## src/rtl/rv32i_mem_arbiter.sv

```systemverilog
// Two-port to one-port memory arbiter: serializes RV32I fetch and load/store
// requests onto a single shared memory port, with data priority and a bounded
// starvation counter that forces a pending fetch through.
module rv32i_mem_arbiter #(
    parameter int unsigned STARVE_LIMIT = 4
) (
    input  logic        clk,
    input  logic        rst,

    input  logic        instr_read,
    input  logic [31:0] instr_addr,
    output logic [31:0] instr_rdata,
    output logic        instr_resp,

    input  logic        data_read,
    input  logic        data_write,
    input  logic [31:0] data_addr,
    input  logic [31:0] data_wdata,
    input  logic [3:0]  data_mbe,
    output logic [31:0] data_rdata,
    output logic        data_resp,

    output logic        mem_read,
    output logic        mem_write,
    output logic [31:0] mem_addr,
    output logic [31:0] mem_wdata,
    output logic [3:0]  mem_mbe,
    input  logic [31:0] mem_rdata,
    input  logic        mem_resp
);

    localparam int unsigned CNT_W   = 4;
    localparam logic [CNT_W-1:0] STARVE_MAX = CNT_W'(STARVE_LIMIT);

    typedef enum logic [1:0] {
        IDLE    = 2'd0,
        INSTR   = 2'd1,
        DATA    = 2'd2,
        RECOVER = 2'd3
    } state_t;

    state_t            state_q, state_d;
    logic [CNT_W-1:0]  starve_cnt_q, starve_cnt_d;

    logic              mem_read_q, mem_read_d;
    logic              mem_write_q, mem_write_d;
    logic [31:0]       mem_addr_q, mem_addr_d;
    logic [31:0]       mem_wdata_q, mem_wdata_d;
    logic [3:0]        mem_mbe_q, mem_mbe_d;
    logic [31:0]       instr_rdata_q, instr_rdata_d;
    logic [31:0]       data_rdata_q, data_rdata_d;

    logic              instr_resp_c;
    logic              data_resp_c;
    logic              data_req_c;

    assign data_req_c   = data_read | data_write;
    assign instr_resp_c = (state_q == INSTR) & mem_resp;
    assign data_resp_c  = (state_q == DATA) & mem_resp;

    // State and datapath registers; reset abandons any in-flight transaction.
    always_ff @(posedge clk or posedge rst) begin
        if (rst) begin
            state_q       <= IDLE;
            starve_cnt_q  <= '0;
            mem_read_q    <= 1'b0;
            mem_write_q   <= 1'b0;
            mem_addr_q    <= '0;
            mem_wdata_q   <= '0;
            mem_mbe_q     <= '0;
            instr_rdata_q <= '0;
            data_rdata_q  <= '0;
        end else begin
            state_q       <= state_d;
            starve_cnt_q  <= starve_cnt_d;
            mem_read_q    <= mem_read_d;
            mem_write_q   <= mem_write_d;
            mem_addr_q    <= mem_addr_d;
            mem_wdata_q   <= mem_wdata_d;
            mem_mbe_q     <= mem_mbe_d;
            instr_rdata_q <= instr_rdata_d;
            data_rdata_q  <= data_rdata_d;
        end
    end

    // Next-state: arbitrate only in IDLE, data wins unless fetch is starved.
    always_comb begin
        state_d = state_q;
        case (state_q)
            IDLE: begin
                if (data_req_c) begin
                    if (instr_read && (starve_cnt_q == STARVE_MAX)) begin
                        state_d = INSTR;
                    end else begin
                        state_d = DATA;
                    end
                end else if (instr_read) begin
                    state_d = INSTR;
                end
            end
            INSTR, DATA: begin
                if (mem_resp) begin
                    state_d = RECOVER;
                end
            end
            RECOVER: state_d = IDLE;
            default: state_d = IDLE;
        endcase
    end

    // Register next-values: latch the winner on grant, drop strobes on response.
    always_comb begin
        starve_cnt_d  = starve_cnt_q;
        mem_read_d    = mem_read_q;
        mem_write_d   = mem_write_q;
        mem_addr_d    = mem_addr_q;
        mem_wdata_d   = mem_wdata_q;
        mem_mbe_d     = mem_mbe_q;
        instr_rdata_d = instr_resp_c ? mem_rdata : instr_rdata_q;
        data_rdata_d  = data_resp_c  ? mem_rdata : data_rdata_q;

        if (state_q == IDLE) begin
            if (state_d == DATA) begin
                mem_read_d  = data_read;
                mem_write_d = data_write;
                mem_addr_d  = data_addr;
                mem_wdata_d = data_wdata;
                mem_mbe_d   = data_mbe;
                if (instr_read) begin
                    if (starve_cnt_q < STARVE_MAX) begin
                        starve_cnt_d = CNT_W'(starve_cnt_q + CNT_W'(1));
                    end
                end else begin
                    starve_cnt_d = '0;
                end
            end else if (state_d == INSTR) begin
                mem_read_d   = 1'b1;
                mem_write_d  = 1'b0;
                mem_addr_d   = instr_addr;
                mem_wdata_d  = '0;
                mem_mbe_d    = 4'hF;
                starve_cnt_d = '0;
            end
        end

        if (((state_q == INSTR) || (state_q == DATA)) && mem_resp) begin
            mem_read_d  = 1'b0;
            mem_write_d = 1'b0;
        end
    end

    assign mem_read    = mem_read_q;
    assign mem_write   = mem_write_q;
    assign mem_addr    = mem_addr_q;
    assign mem_wdata   = mem_wdata_q;
    assign mem_mbe     = mem_mbe_q;
    assign instr_resp  = instr_resp_c;
    assign data_resp   = data_resp_c;
    assign instr_rdata = instr_resp_c ? mem_rdata : instr_rdata_q;
    assign data_rdata  = data_resp_c  ? mem_rdata : data_rdata_q;

endmodule

```

## config.mk

```make
export PLATFORM = sky130hd
export DESIGN_NAME = rv32i_mem_arbiter
export DESIGN_NICKNAME = d
export VERILOG_FILES = /design/src/rtl/rv32i_mem_arbiter.sv
export SDC_FILE = /design/constraint.sdc
export NUM_CORES = 1
export LEC_CHECK = 0
export ABC_CLOCK_PERIOD_IN_PS = 4600
export CORE_MARGIN = 4
export CORE_UTILIZATION = 37
export DETAILED_ROUTE_END_ITERATION = 16
export PLACE_DENSITY = 0.83
export SLEW_MARGIN = 20
export SYNTH_ARGS = -nofsm -noshare
export SYNTH_HDL_FRONTEND = slang
export SYNTH_SLANG_ARGS = --single-unit
```

## constraint.sdc

```tcl
create_clock -name clk -period 4.6 [get_ports clk]
set_input_delay 0.69 -clock clk [delete_from_list [all_inputs] [get_ports clk]]
set_output_delay 0.69 -clock clk [all_outputs]
set_load 0.02 [all_outputs]
```

After elaboration in Yosys (flattened, before gate mapping)
Index checks and enable logic that the tools add are counted.
{ "totals": {"elab_cells": 57, "latchBits": 0, "mem_bits_ro": 0, "out_inout_bits": 136, "input_bits": 138, "regBits": 140, "mem_count": 0, "mem_bits_rw": 0} }
{ "classes": {"mul": 0, "n_mux": 25, "eq_ne": 7, "order_cmp": 1, "shifts": 0, "addsub": 1, "bitwise": 3, "div": 0, "reduce_logical": 11} }
{ "ops": {"columns": ["operator", "n"], "rows": [
  ["32-bit two-way mux", 6],
  ["4-bit two-way mux", 6],
  ["1-bit two-way mux", 8],
  ["2-bit two-way mux", 4],
  ["2-bit equality test, second input constant", 3],
  ["2-bit case mux with 3 select lines", 1],
  ["4-bit by 1-bit adder with 4-bit output, second input constant", 1],
  ["2-bit by 1-bit equality test with 1-bit output, second input constant", 2],
  ["4-bit by 3-bit equality test with 1-bit output, second input constant", 1],
  ["4-bit by 3-bit < comparator with 1-bit output, second input constant", 1],
  ["2-bit AND reduction", 2],
  ["2-bit nonzero test", 2],
  ["3-bit by 2-bit != test with 1-bit output, second input constant", 1],
  ["3-bit AND reduction", 1],
  ["3-bit nonzero test", 1],
  ["1-bit bitwise AND", 2],
  ["1-bit logical AND", 2],
  ["2-bit zero test", 1],
  ["2-bit OR reduction", 1],
  ["1-bit logical OR", 1],
  ["1-bit OR", 1]
]} }

Longest topological paths before layout
{ "logic_depth": {"depth_word": 10, "depth_mapped": 12, "mapped_depth_nobuf": 9} }

Least setup slack after synthesis
Ideal clock, no wire load.
{ "synth_path": {"path_type": "input to register", "start": "input port instr_read", "end": "register mem_wdata_q[23], in the netlist mem_wdata[23]", "stages": 9, "setup_time_ns": 0.117, "path_slack_ns": 2.305, "arrival_ns": 2.178, "required_time_ns": 4.483, "n_path_buf": 3, "path_cell_list": "o41ai_1 > o22a_1 > ha_1 > nand2b_1 > buf_2 > buf_2 > buf_2 > nand2_1 > nand2_1"} }
{ "synth_via": {"elab_chain_len": 7, "word_cells_on_any_way": 10, "classes_between": "eq/ne (2); mux (5); reduce/logical (3)"} }
{ "synth_rtl": {"columns": ["element", "line", "source"], "rows": [
  ["start: declaration", "10", "input logic instr_read,"],
  ["1-bit logical AND", "92", "if (instr_read && (starve_cnt_q == STARVE_MAX)) begin"],
  ["2-bit two-way mux", "92", null],
  ["2-bit two-way mux *", "91", "if (data_req_c) begin"],
  ["2-bit case mux with 3 select lines *", "89", "case (state_q)"],
  ["2-bit equality test / 2-bit by 1-bit equality test with 1-bit output (equally long branches)", "123, 136", null],
  ["2-bit nonzero test (no line)", null, null],
  ["2-bit AND reduction (no line)", null, null],
  ["end signal: assignment", "79", "mem_wdata_q <= mem_wdata_d;"],
  ["end: declaration", "48", "logic [31:0] mem_wdata_q, mem_wdata_d;"]
]} }
Every way passes the cells marked *; elsewhere a longest branch is shown, timed or not.
A chain may end at the register's enable or synchronous reset.

Worst setup path after layout
{ "layout_path": {"start": "input port mem_resp", "end": "output port instr_rdata[22]"} }
{ "layout_via": {"elab_chain_len": 2} }
{ "layout_rtl": {"columns": ["element", "line", "source"], "rows": [
  ["start: declaration", "29", "input logic mem_resp"],
  ["1-bit bitwise AND", "58", "assign instr_resp_c = (state_q == INSTR) & mem_resp;"],
  ["32-bit two-way mux", "159", "assign instr_rdata = instr_resp_c ? mem_rdata : instr_rdata_q;"],
  ["end: declaration", "12", "output logic [31:0] instr_rdata,"]
]} }
No other way between the ends.

==> flow_summary.yaml <==
job:
  cap_violations: 0
floorplanning:
  ioPinCount: 274
  dieWidth_um: 133
  core_um2: 15300
  dieArea_um2: 17700
  start_util: 0.378
  fp.dieH_um: 133
  rows: 45
status:
  status: "completed"
power_and_ir_drop:
  swShare: 0.379
  ir_drop_mv: 0.444
  comb_power_share: 0.519
  total_power_mw: 7.36
  power_density_nw_per_um2: 789
  p_int_mw: 4.57
  p_clk_frac: 0.213
  leakagePower_nw: 4.14
  p_switching_mw: 2.79
  pwr-share-seq: 0.268
cells_and_area:
  drive_gt1_frac: 0.141
  final_cells: 975
  final_util: 0.612
  syn2layout_area_growth_pct: 61.8
  nets: 896
  diodes: 0
drt:
  drtPass1Iterations: 4
  postRouteAntennaNets: 0
  wl_mm: 15.6
  vias_per_cell: 4.66
  drc: 0
  vias: 4544
  avgRoutedWirePerCell_um: 16.0
  drt_iter0_drc: 201
timing:
  slew_viol_final: 0
  worst_slew_pin_slew_ns: 0.946
  timing.fmax_ghz: 0.280
  setup_viol: 0
  slew_headroom: 0.370
  finalHoldViolCount: 0
  fin_worst_skew_ns: 0.0113
  grt_setup_unrepaired: "false"
  fin_crit_sh: 0.776
  period_minus_slack_ns: 3.57
  fin_setup_tns_ns: 0
synth:
  synth-compound-area-share: 0.0482
  synth_area_leaders: "dfrtp_1 (61%), mux2_2 (13%), nand2_1 (6.4%)"
  synth_top_area_share: 0.607
  syn_area_per_cell_um2: 11.9
  synth_nets: 628
  synth-simple-area-share: 0.107
  synth_top_family_by_area: "multiplexers"
  synth_adder_area_share: 0.0152
  yosysSeqAreaShare: 0.607
  synth_cell_types: 28
  yosysWarnings: 0
  synthMuxAreaShare: 0.182
  ys_seq_elements: 140
  yosysTopAreaCell: "dfrtp_1"
  syn_area_um2: 5770
  synth_xor_area_frac: 0
  postSynthCellCount: 483
worst_setup_path:
  path_cells: "clkdlybuf4s50_1 > nand2_2 > mux2_2 > clkdlybuf4s50_1"
  worstPathRequired_ns: 3.91
  reg2reg_depth: 8
  critical_path_class: "in -> out"
  slowest_delay_ns: 0.65
  start_kind: "input port"
  end_kind: "primary output"
  crit_top_cell: "clkdlybuf4s50_1"
  crit_fanout: 33
  critPathSlowestCell: "nand2_2"
  cp-startpoint: "mem_resp"
  reg2reg_from: "state_q[0]"
  crit_arrival_ns: 2.88
clocking:
  cts_max_level: 4
  path_clk_slew_ns: 0.06
  clock-sinks: 140
  cts_hold_buf: 0
  cts_buffer_depth: 2
  cts_tree: "done"
  cts.repair.resized: 0
  cts_root_buffer: "clkbuf_16"
  worstSkewPairLatency_ns: 0.42
  cts_setup_buffers: 0
  cts_buffers: 17
global_routing:
  grt_pass1_vias: 4667
  grt_overflow: 0
  grt_max_degree: 106
  antenna_found_initial: 0
  grt_pass1_wl_mm: 24.6
  track_usage: 0.177
min_path:
  hold_depth: 2
  hold_class: "reg -> reg"
  min_from: "mem_wdata[27]"
placed_design:
  dpl.hpwl_mm: 11.5
  io_buffers: 273
  gp_congestion: 0.793
  dp_cells: 943
==> logic make-up after synthesis <==
logic type      count (synthesis)
compound gates                 49
flops                         140
buf+inv                        42
fa+ha+maj                       7
mux                            97
simple gates                  148
==> state kept, by name (all words and copies together) (netlist names) <==
register,cells
data_rdata_q,32
instr_rdata_q,32
mem_addr,32
mem_wdata,32
mem_mbe,4
starve_cnt_q,4
state_q,2
mem_read,1
mem_write,1
==> synthesized netlist by cell type (all sizes together) <==
cell / number
o21ai: 34
nor4: 2
a21oi: 2
a22oi: 1
nand2b: 1
mux2i: 32
a211o: 1
nand2: 101
mux2: 65
o22ai: 1
o22a: 1
dfrtp: 140
buf: 21
a22o: 1
nand3: 33
inv: 12
a41oi: 1
o41ai: 1
clkbuf: 9
nor2: 8
nor2b: 2
ha: 7
nor3b: 1
a31oi: 5
a221oi: 1
==> layer usage <==
layer,GRT usage,part of all wire
met5,0,0
met4,0.0693,0.024
met3,0.0677,0.077
met2,0.308,0.51
met1,0.195,0.38
==> power groups by stage <==
stage | sequential, mW | combinational, mW | clock (mW)
floorplan | 2.24 | 2.05 | 0
global placement | 1.97 | 3.82 | 0
detailed placement | 2.00 | 3.87 | 0
CTS | 1.98 | 3.88 | 1.61
global route | 2.03 | 4.12 | 1.66
finish | 1.97 | 3.82 | 1.57
==> layout by cell type, fill, tap and decap left out <==
cell	count
clkinv_2	1
nor2b_1	1
inv_1	11
o41ai_1	1
clkdlybuf4s50_1	273
bufinv_16	6
o22ai_1	1
clkbuf_8	1
clkinv_4	2
nor4_1	2
clkbuf_16	17
nand2_1	99
a211o_1	1
mux2i_1	32
a22oi_1	1
buf_4	5
clkbuf_1	1
nor2b_4	1
ha_1	6
inv_6	4
a41oi_1	1
buf_12	1
clkinvlp_4	1
nand2b_2	1
nand3_1	33
o21ai_0	34
nor3b_1	1
dfrtp_1	140
ha_2	1
a221oi_1	1
nor2_1	8
nand2_2	2
a31oi_1	5
a22o_1	1
mux2_2	65
o22a_1	1
a21oi_1	2
==> layout make-up <==
type                       count  area (um^2)
multi-input combinational    301         2050
inverter                      12         50.0
tap                          211          264
clock inverter                13          236
clock buffer                  19          443
sequential                   140         3500
fill                        1240         5920
timing repair buffer         279         2790
==> worst paths after layout <==
check                                    end  slack (ns)
setup / recovery             instr_rdata[22]        1.03
min in group asynchronous  instr_rdata_q[29]        0.88
max in group asynchronous         state_q[0]        2.88
hold / removal                 mem_wdata[27]        0.46
hold reg to reg                mem_wdata[27]        0.46
setup reg to reg             starve_cnt_q[0]        1.75
==> stage by stage <==
| stage | hold WS [ns] | instance area, um^2 | setup WS, ns |
|---|---|---|---|
| after floorplan | 0.500 | 5770 | 0.157 |
| after global placement | 0.449 | 8660 | 1.02 |
| after detailed placement | 0.455 | 8660 | 1.01 |
| after CTS | 0.468 | 9340 | 1.01 |
| after global routing | 0.489 | 9340 | 0.901 |
| final | 0.464 | 9340 | 1.03 |
==> worst max-delay path: cells and delay by family <==
family | cells | cell delay (ns)
buf+inv | 2 | 1.07
mux | 1 | 0.43
simple gates | 1 | 0.65
Power figures use the tool's default switching activity.
